### config.mk
export PLATFORM = sky130hd
export DESIGN_NAME = imem_loader
export DESIGN_NICKNAME = d
export VERILOG_FILES = /design/src/rtl/imem_loader.sv
export SDC_FILE = /design/constraint.sdc
export NUM_CORES = 1
export LEC_CHECK = 0
export CAP_MARGIN = 10
export CORE_ASPECT_RATIO = 0.7
export CORE_UTILIZATION = 45
export CTS_CLUSTER_SIZE = 16
export DETAILED_ROUTE_END_ITERATION = 10
export GPL_TIMING_DRIVEN = 0
export PLACE_DENSITY = 0.78
export RECOVER_POWER = 25
export SLEW_MARGIN = 20
export SYNTH_ARGS = -nofsm -noshare
export SYNTH_HDL_FRONTEND = slang
export SYNTH_SLANG_ARGS = --single-unit
### constraint.sdc
create_clock -name clk -period 7.3 [get_ports clk]
set_input_delay 1.46 -clock clk [delete_from_list [all_inputs] [get_ports clk]]
set_output_delay 1.46 -clock clk [all_outputs]
set_load 0.1 [all_outputs]
### src/rtl/imem_loader.sv
// rtl/imem_loader.sv - boot loader: byte stream to instruction RAM with checksum readback verification
module imem_loader #(
   parameter int ADDR_W = 12,
   parameter int DEPTH  = 1024
) (
   input  logic              clk,
   input  logic              rst,
   input  logic              start,
   input  logic [ADDR_W:0]   len,
   input  logic              byte_valid,
   input  logic [7:0]        byte_data,
   output logic              byte_ready,
   output logic [3:0]        ram_wea,
   output logic [ADDR_W-1:0] ram_addr,
   output logic [31:0]       ram_din,
   input  logic [31:0]       ram_dout,
   output logic              busy,
   output logic              done,
   output logic              error,
   output logic              cpu_hold
);

   localparam logic [ADDR_W:0] DEPTH_L = (ADDR_W+1)'(DEPTH);

   typedef enum logic [3:0] {
      S_IDLE, S_RECV, S_WRITE, S_CKSUM, S_RD, S_CAP, S_CMP, S_DONE, S_FAIL
   } state_t;

   state_t            state_q, state_d;
   logic [ADDR_W:0]   len_q, len_d;
   logic [ADDR_W:0]   idx_q, idx_d;
   logic [1:0]        bidx_q, bidx_d;
   logic [23:0]       asm_q, asm_d;
   logic [31:0]       exp_q, exp_d;
   logic [31:0]       rx_sum_q, rx_sum_d;
   logic [31:0]       rd_sum_q, rd_sum_d;
   logic              byte_ready_q, byte_ready_d;
   logic [3:0]        ram_wea_q, ram_wea_d;
   logic [ADDR_W-1:0] ram_addr_q, ram_addr_d;
   logic [31:0]       ram_din_q, ram_din_d;
   logic              busy_q, busy_d;
   logic              done_q, done_d;
   logic              error_q, error_d;
   logic              cpu_hold_q, cpu_hold_d;

   logic              accept;
   logic [23:0]       asm_fill;
   logic [31:0]       word;

   // Next-state, datapath updates and registered-output targets (outputs follow the next state)
   always_comb begin
      state_d    = state_q;
      len_d      = len_q;
      idx_d      = idx_q;
      bidx_d     = bidx_q;
      asm_d      = asm_q;
      exp_d      = exp_q;
      rx_sum_d   = rx_sum_q;
      rd_sum_d   = rd_sum_q;
      ram_addr_d = ram_addr_q;
      ram_din_d  = ram_din_q;

      accept   = byte_ready_q && byte_valid;
      word     = {byte_data, asm_q};
      asm_fill = asm_q;
      case (bidx_q)
         2'd0:    asm_fill[7:0]   = byte_data;
         2'd1:    asm_fill[15:8]  = byte_data;
         default: asm_fill[23:16] = byte_data;
      endcase

      case (state_q)
         S_IDLE, S_DONE, S_FAIL: begin
            if (start) begin
               if (len > DEPTH_L) begin
                  state_d = S_FAIL;
               end else begin
                  // an empty image has no data words, only the checksum
                  state_d  = (len == '0) ? S_CKSUM : S_RECV;
                  len_d    = len;
                  idx_d    = '0;
                  bidx_d   = '0;
                  rx_sum_d = '0;
                  rd_sum_d = '0;
               end
            end
         end
         S_RECV: begin
            if (accept) begin
               if (bidx_q == 2'd3) begin
                  ram_din_d  = word;
                  ram_addr_d = idx_q[ADDR_W-1:0];
                  bidx_d     = '0;
                  state_d    = S_WRITE;
               end else begin
                  asm_d  = asm_fill;
                  bidx_d = bidx_q + 1'b1;
               end
            end
         end
         S_WRITE: begin
            rx_sum_d = rx_sum_q + ram_din_q;
            idx_d    = idx_q + 1'b1;
            state_d  = (idx_d < len_q) ? S_RECV : S_CKSUM;
         end
         S_CKSUM: begin
            if (accept) begin
               if (bidx_q == 2'd3) begin
                  exp_d  = word;
                  bidx_d = '0;
                  idx_d  = '0;
                  if (len_q == '0) begin
                     state_d = S_CMP;
                  end else begin
                     state_d    = S_RD;
                     ram_addr_d = '0;
                  end
               end else begin
                  asm_d  = asm_fill;
                  bidx_d = bidx_q + 1'b1;
               end
            end
         end
         S_RD: begin
            state_d = S_CAP;
         end
         S_CAP: begin
            rd_sum_d = rd_sum_q + ram_dout;
            idx_d    = idx_q + 1'b1;
            if (idx_d < len_q) begin
               state_d    = S_RD;
               ram_addr_d = idx_d[ADDR_W-1:0];
            end else begin
               state_d = S_CMP;
            end
         end
         S_CMP: begin
            state_d = (rx_sum_q == exp_q && rd_sum_q == exp_q) ? S_DONE : S_FAIL;
         end
         default: state_d = S_IDLE;
      endcase

      byte_ready_d = (state_d == S_RECV) || (state_d == S_CKSUM);
      ram_wea_d    = (state_d == S_WRITE) ? 4'hF : 4'h0;
      busy_d       = !(state_d == S_IDLE || state_d == S_DONE || state_d == S_FAIL);
      done_d       = (state_d == S_DONE);
      error_d      = (state_d == S_FAIL);
      cpu_hold_d   = (state_d != S_DONE);
   end

   // State, datapath and output registers; reset releases nothing to the CPU
   always_ff @(posedge clk or posedge rst) begin
      if (rst) begin
         state_q      <= S_IDLE;
         len_q        <= '0;
         idx_q        <= '0;
         bidx_q       <= '0;
         asm_q        <= '0;
         exp_q        <= '0;
         rx_sum_q     <= '0;
         rd_sum_q     <= '0;
         byte_ready_q <= 1'b0;
         ram_wea_q    <= 4'h0;
         ram_addr_q   <= '0;
         ram_din_q    <= '0;
         busy_q       <= 1'b0;
         done_q       <= 1'b0;
         error_q      <= 1'b0;
         cpu_hold_q   <= 1'b1;
      end else begin
         state_q      <= state_d;
         len_q        <= len_d;
         idx_q        <= idx_d;
         bidx_q       <= bidx_d;
         asm_q        <= asm_d;
         exp_q        <= exp_d;
         rx_sum_q     <= rx_sum_d;
         rd_sum_q     <= rd_sum_d;
         byte_ready_q <= byte_ready_d;
         ram_wea_q    <= ram_wea_d;
         ram_addr_q   <= ram_addr_d;
         ram_din_q    <= ram_din_d;
         busy_q       <= busy_d;
         done_q       <= done_d;
         error_q      <= error_d;
         cpu_hold_q   <= cpu_hold_d;
      end
   end

   assign byte_ready = byte_ready_q;
   assign ram_wea    = ram_wea_q;
   assign ram_addr   = ram_addr_q;
   assign ram_din    = ram_din_q;
   assign busy       = busy_q;
   assign done       = done_q;
   assign error      = error_q;
   assign cpu_hold   = cpu_hold_q;

endmodule

==> metrics.txt, run 1 <==
Worst path most repeated cell=and3_1; Post-Syn Area per Cell=between 9 and 10 um^2; Synth area leaders=dfrtp_1 (42%), ha_1 (8.2%), nand2_1 (7.3%), mux2_2 (6.7%), xor2_1 (4.9%); number of global-route vias before repair=roughly 9800; synth-to-layout area growth=19.3%; Hold Crit Depth=2; Logic pwr share=between 10% and 20%; Net Sw Power=~750 uW; crit path kind=flop to flop; Pre-Repair DR Iteration Count=5; Peak supply drop=around 0.15 mV; Post-synth EDFFs=0; power per cell area=between 150 and 200 nW/um^2; slew margin rel.=-75.0%; detailed-route wire length=approximately 35 mm; Fillers=2223; P_int=slightly below 2000 uW; I/O Pins=110; worst endpoint required time=7.70 ns; Routed WL per cell=slightly below 20 um; Final min period=between 4 and 5 ns; # DRC=0; CP Capture Type=flop; top cells by count, synth=nand2_1 (232), dfrtp_1 (201), o21ai_0 (97), ha_1 (79), mux2_2 (71); Total GRT Usage=about 26%; area of placed instances=~14000 um^2; Core Region=approximately 26000 um^2; Worst path max stage delay=around 0.48 ns; RSZ-0062 raised after global routing=false; Antenna diodes=0; Critical Path Source Type=flop; hold buffer count at CTS=0; die area=roughly 27000 um^2; nets@finish=approximately 1500; Clock power frac=slightly above 40%; worst-path fanout max=10; DRT iter0 DRCs=~900; yosys warns=0; Final setup viols=0; synthesized flop and latch total=~200; Worst path slowest cell=dfrtp_1; routability cong.=approximately 0.92; most frequent cell after synthesis=nand2_1; initial core utilization=between 40% and 50%; Synth Instances=about 1300; setup TNS=0 ns; post-cts resize count=0; largest area contributor in the netlist=dfrtp_1; clk slew on worst S/H paths=~0.06 ns; Hold Crit Class=flop to flop; H-tree depth=1; Sequential Power Share=around 45%; maximum clock insertion buffer count=3; Overflow after GRT=0; post-synth top area share=between 40% and 50%; half-perimeter wire length after placement=26.6 mm; antenna violations before repair=0; final period utilization=approximately three fifths; failing checks=max-capacitance violations, max-slew violations; FP Rows=between 40 and 50; # Post-CTS Setup Buffers=0; hold_sp=asm_q[1]; asr flop ratio synth=100%; Fin. Hold Viols=0; Main synth FF type=dfrtp_1; Distinct cells, synth=73; Clk Latency, worst-skew pair=approximately 0.52 ns; Fmax achieved=around 230 MHz; Slew Limit Fails=54; design area=roughly 14000 um^2; worst r2r src=idx_q[0]; sw frac=between 20% and 30%; CTS buffer count=22; status=finished with violations; synthesized net count=between 1000 and 1500; Slew @ Worst Pin=~2.6 ns; largest net degree at the start of global routing=81; Via density=a little under 6; R2R Setup Slk=between 2 and 3 ns; CTS Root Cell=clkbuf_16; hold endpoint=ram_din[1]; worst r2r dst=ram_addr[1]; Cell Chain, Critical Path=ha_1, and3_1, and3_1, buf_1, and3_1, nand3_1, xor2_1, inv_1, ha_1, a21o_1, a21o_1, nor3_1, nand4_1, a41o_1, nand3_1, nand2_1, buf_2, mux2_2; port buffer count=109; Die Ht=~140 um; Pleak=between 0.007 and 0.008 uW; max cap viols=1; CTS Sinks=between 200 and 250; Post-Route Skew=0.0206 ns; TritonCTS clock tree=built; layout cell share with drive strength beyond 1=between 9 and 10%; first-pass GRT wire length=about 55 mm; Reg2Reg Depth=18; total number of vias=around 10000; Critical Path AT=4.73 ns; post-route ant nets=0; Cell Area, Synth=~12000 um^2; chip width=slightly below 200 um; sequential cell area fraction in the yosys report=roughly 42%
==> state kept, by name, indices dropped and copies added, names as in the netlist <==
| register | cells |
|---|---|
| asm_q | 24 |
| bidx_q | 2 |
| busy | 1 |
| byte_ready | 1 |
| cpu_hold | 1 |
| done | 1 |
| error | 1 |
| exp_q | 32 |
| idx_q | 13 |
| len_q | 13 |
| ram_addr | 12 |
| ram_din | 32 |
| ram_wea | 1 |
| rd_sum_q | 32 |
| rx_sum_q | 32 |
| state_q | 4 |
==> power groups by stage <==
stage / Sequential [uW] / Combinational [uW] / Clock, uW
2_1_floorplan: 1220 / 247 / 0
3_3_place_gp: 1230 / 360 / 0
3_5_place_dp: 1230 / 378 / 0
4_1_cts: 1210 / 383 / 1130
5_1_grt: 1220 / 427 / 1170
6_report: 1210 / 387 / 1120
==> area by class of cell <==
cell class / count / area [um^2] / share of cell area (%)
repair buffers: 111 / 1150 / 8.00
clock buffers: 33 / 653 / 4.56
flip-flops and latches: 202 / 5060 / 35.3
clock inverters: 5 / 56.3 / 0.393
well taps: 357 / 447 / 3.12
multi-input cells: 981 / 6630 / 46.3
inverters: 33 / 125 / 0.874
plain buffers: 47 / 204 / 1.42
==> per-stage QoR <==
step	utilization, %	instances	total power [uW]	hold WS, ns	setup slack [ns]
final	55.2	1769	2720	0.501	2.96
after global routing	55.2	1769	2810	0.532	2.70
after CTS	55.2	1769	2720	0.508	3.04
after detailed placement	52.5	1731	1610	0.493	2.53
after global placement	52.2	1729	1590	0.485	-2.35
after floorplan	-	1263	1470	0.451	0.331
==> worst max-delay path, delay by kind of cell (launching register included) <==
family | cells | cell delay (ns)
AND/OR/NAND/NOR | 8 | 1.33
AO/OA/AOI/OAI | 3 | 0.66
multiplexers | 1 | 0.29
flip-flops | 1 | 0.48
adder cells (fa/ha/maj) | 2 | 0.58
buffers and inverters | 3 | 0.60
XOR/XNOR | 1 | 0.26
==> worst max path at each step <==
stage,startpoint,end,depth (start not counted)
after floorplan,rst,asm_q[0],1
after global placement,rst,error,2
after detailed placement,ram_dout[0],rd_sum_q[22],12
after CTS,ram_dout[0],rd_sum_q[22],12
after global routing,idx_q[0],ram_addr[0],18
final,idx_q[0],ram_addr[1],18
==> layer usage <==
metal  vias to the layer above  global-route usage, %  part of all wire (%)
met2                       481                   36.6                    41
met3                        60                   5.74                    10
met1                      5062                   40.2                    46
li1                       4789                      -                     -
met5                         -                      0                     0
met4                         0                   5.34                   2.0
==> cell families after synthesis <==
family / synth area share (%)
and+or+nand+nor: 16.3
adders and majority gates: 8.57
DFF: 42.1
xor gates and xnor gates: 7.08
muxes: 6.91
buffers and inverters: 2.73
AOI/OAI and AO/OA: 16.3
==> cells in the final DEF, fill, tap and decap left out, types with 12 or more instances in the layout <==
cell	synthesis	final
nor4_1	14	14
nor3_1	18	18
nand2b_1	16	16
xnor2_1	30	30
clkbuf_1	31	37
clkdlybuf4s50_1	0	108
nor2_1	47	47
ha_1	79	79
dfrtp_1	201	201
nand2_1	232	232
o21ai_0	97	97
inv_1	32	31
a211oi_1	12	12
a21oi_1	46	46
nand4_1	12	12
xor2_1	67	67
mux2_2	71	71
a21o_1	27	27
o22ai_1	28	28
and3_1	26	26
clkbuf_16	0	23
nand3_1	28	28
Note: power is estimated with default switching activity, not from simulation.
==> run 2, diff against run 1 <==
- PLACE_DENSITY: 0.78 -> 0.76
- clock period: 7.3 -> 4.3 ns (I/O delays scaled with it)
==> metrics.txt, run 2 (same netlist as run 1, synthesis figures left out) <==
final period utilization=94.1%; number of global-route vias before repair=9828; Pre-Repair DR Iteration Count=5; Cell Chain, Critical Path=ha_2, and3_1, and3_2, and3_1, nand3_1, xor2_2, inv_1, ha_1, a21o_1, a21o_1, nor3_1, nand4_1, a41o_1, nand3_1, nand2_1, buf_2, mux2_2; # Post-CTS Setup Buffers=0; die area=27300 um^2; Routed WL per cell=about 20 um; Core Region=between 20000 and 30000 um^2; hold_sp=asm_q[1]; status=finished with violations; Post-Route Skew=between 0.009 and 0.01 ns; Critical Path Source Type=flop; first-pass GRT wire length=roughly 55 mm; most common cell after layout, fill and taps aside=nand2_1; Critical Path AT=approximately 4.4 ns; commonest cells after routing, fill and taps aside=nand2_1 (232), dfrtp_1 (200), clkdlybuf4s50_1 (108), o21ai_0 (97), ha_1 (78); clk slew on worst S/H paths=roughly 0.060 ns; Final min period=around 4.0 ns; largest net degree at the start of global routing=32; nets@finish=1540; worst r2r src=idx_q[1]; chip width=197 um; CTS Root Cell=clkbuf_16; Worst path max stage delay=~0.44 ns; Fin. Hold Viols=0; Slew @ Worst Pin=around 1.6 ns; routability cong.=roughly 0.92; max cap viols=1; worst endpoint required time=between 4 and 5 ns; Slew Limit Fails=29; CP Capture Type=flop; CTS Sinks=slightly above 200; power per cell area=approximately 320 nW/um^2; layout cell share with drive strength beyond 1=10.2%; Final setup viols=0; TritonCTS clock tree=built; post-route ant nets=0; sequential standard cell area=5060 um^2; initial core utilization=between 40% and 50%; Die Ht=approximately 140 um; detailed-route wire length=roughly 35 mm; Via density=5.84; I/O Pins=110; dpl ws=0.0282 ns; CTS buffer count=22; Critical Path Source=idx_q[1]; port buffer count=between 100 and 150; Multi-input gate area=6640 um^2; Pleak=0.00717 uW; DRT iter0 DRCs=1067; FP Rows=49; worst-path fanout max=10; RSZ-0062 raised after global routing=false; # DRC=0; crit path kind=flop to flop; Fmax achieved=between 200 and 250 MHz; Clk Latency, worst-skew pair=~0.51 ns; total number of vias=roughly 10000; Worst path slowest cell=dfrtp_1; fin cells=1772; Fillers=2260; hold buffer count at CTS=0; H-tree depth=1; Antenna diodes=0; Crit path max-delay family=simple AND/OR/NAND/NOR gates; worst setup margin=between 0.2 and 0.3 ns; worst path buffer plus inverter count=2; Hold Crit Class=flop to flop; Placed Cells=1736; antenna violations before repair=0; Overflow after GRT=0; synth-to-layout area growth=19.6%; maximum clock insertion buffer count=3; failing checks=max-capacitance violations, max-slew violations; Peak supply drop=between 0.2 and 0.3 mV; Total GRT Usage=25.9%; slew margin rel.=-6.92%; half-perimeter wire length after placement=~27 mm
[run 2: final cells by class]
type                            count  area share (%)
Clock inverter                      5           0.375
Inverter                           33           0.871
Buffer                             46            1.39
Tap cell                          357            3.11
Multi-Input combinational cell    981            46.2
Sequential cell                   202            35.2
Clock buffer                       32            4.73
Timing Repair Buffer              116            8.07
[run 2: what timing repair did]
action | CTS | global route
resized for setup | 0 | 4
pin swaps | 0 | 0
endpoints found under the setup margin | 2 | 10
[run 2: tightest hold or removal path, delay by kind of cell (launching register included)]
kind | cells | cell delay (ns)
flip-flops | 1 | 0.37
AND/OR/NAND/NOR | 2 | 0.11
[run 2: metal layers]
metal	GRT usage (%)	up-vias	routed length, um
met5	0	-	0
met4	6.32	0	730
met3	6.06	55	3360
met2	36.2	458	14700
met1	39.7	5059	16600
li1	-	4781	-
[run 2: final timing paths]
| kind | slack, ns | to | depth (start not counted) |
|---|---|---|---|
| max in group asynchronous | 0.63 | error | 4 |
| setup / recovery | 0.25 | ram_addr[4] | 17 |
| hold reg to reg | 0.51 | ram_din[1] | 2 |
| setup reg to reg | 0.25 | ram_addr[4] | 17 |
| min in group asynchronous | 0.89 | rd_sum_q[23] | 2 |
| hold / removal | 0.51 | ram_din[1] | 2 |
[run 2: power breakdown]
part           leakage (uW)  switching (uW)  total [uW]  internal, uW
Clock              0.000366             785        1930          1150
Sequential          0.00277            79.9        2060          1980
Combinational       0.00403             390         658           269
[run 2: per-stage QoR]
| stage | area (um^2) | setup TNS, ns | utilization, % | power (uW) | hold WS [ns] |
|---|---|---|---|---|---|
| 3_5_place_dp | 13700 | 0 | 52.8 | 2740 | 0.492 |
| 5_1_grt | 14400 | 0 | 55.4 | 4820 | 0.519 |
| 6_report | 14400 | 0 | 55.4 | 4650 | 0.505 |
| 4_1_cts | 14400 | 0 | 55.7 | 4660 | 0.505 |
| 2_1_floorplan | 12000 | 0 | - | 2500 | 0.451 |
| 3_3_place_gp | 13500 | -163.38 | 52.2 | 2700 | 0.483 |
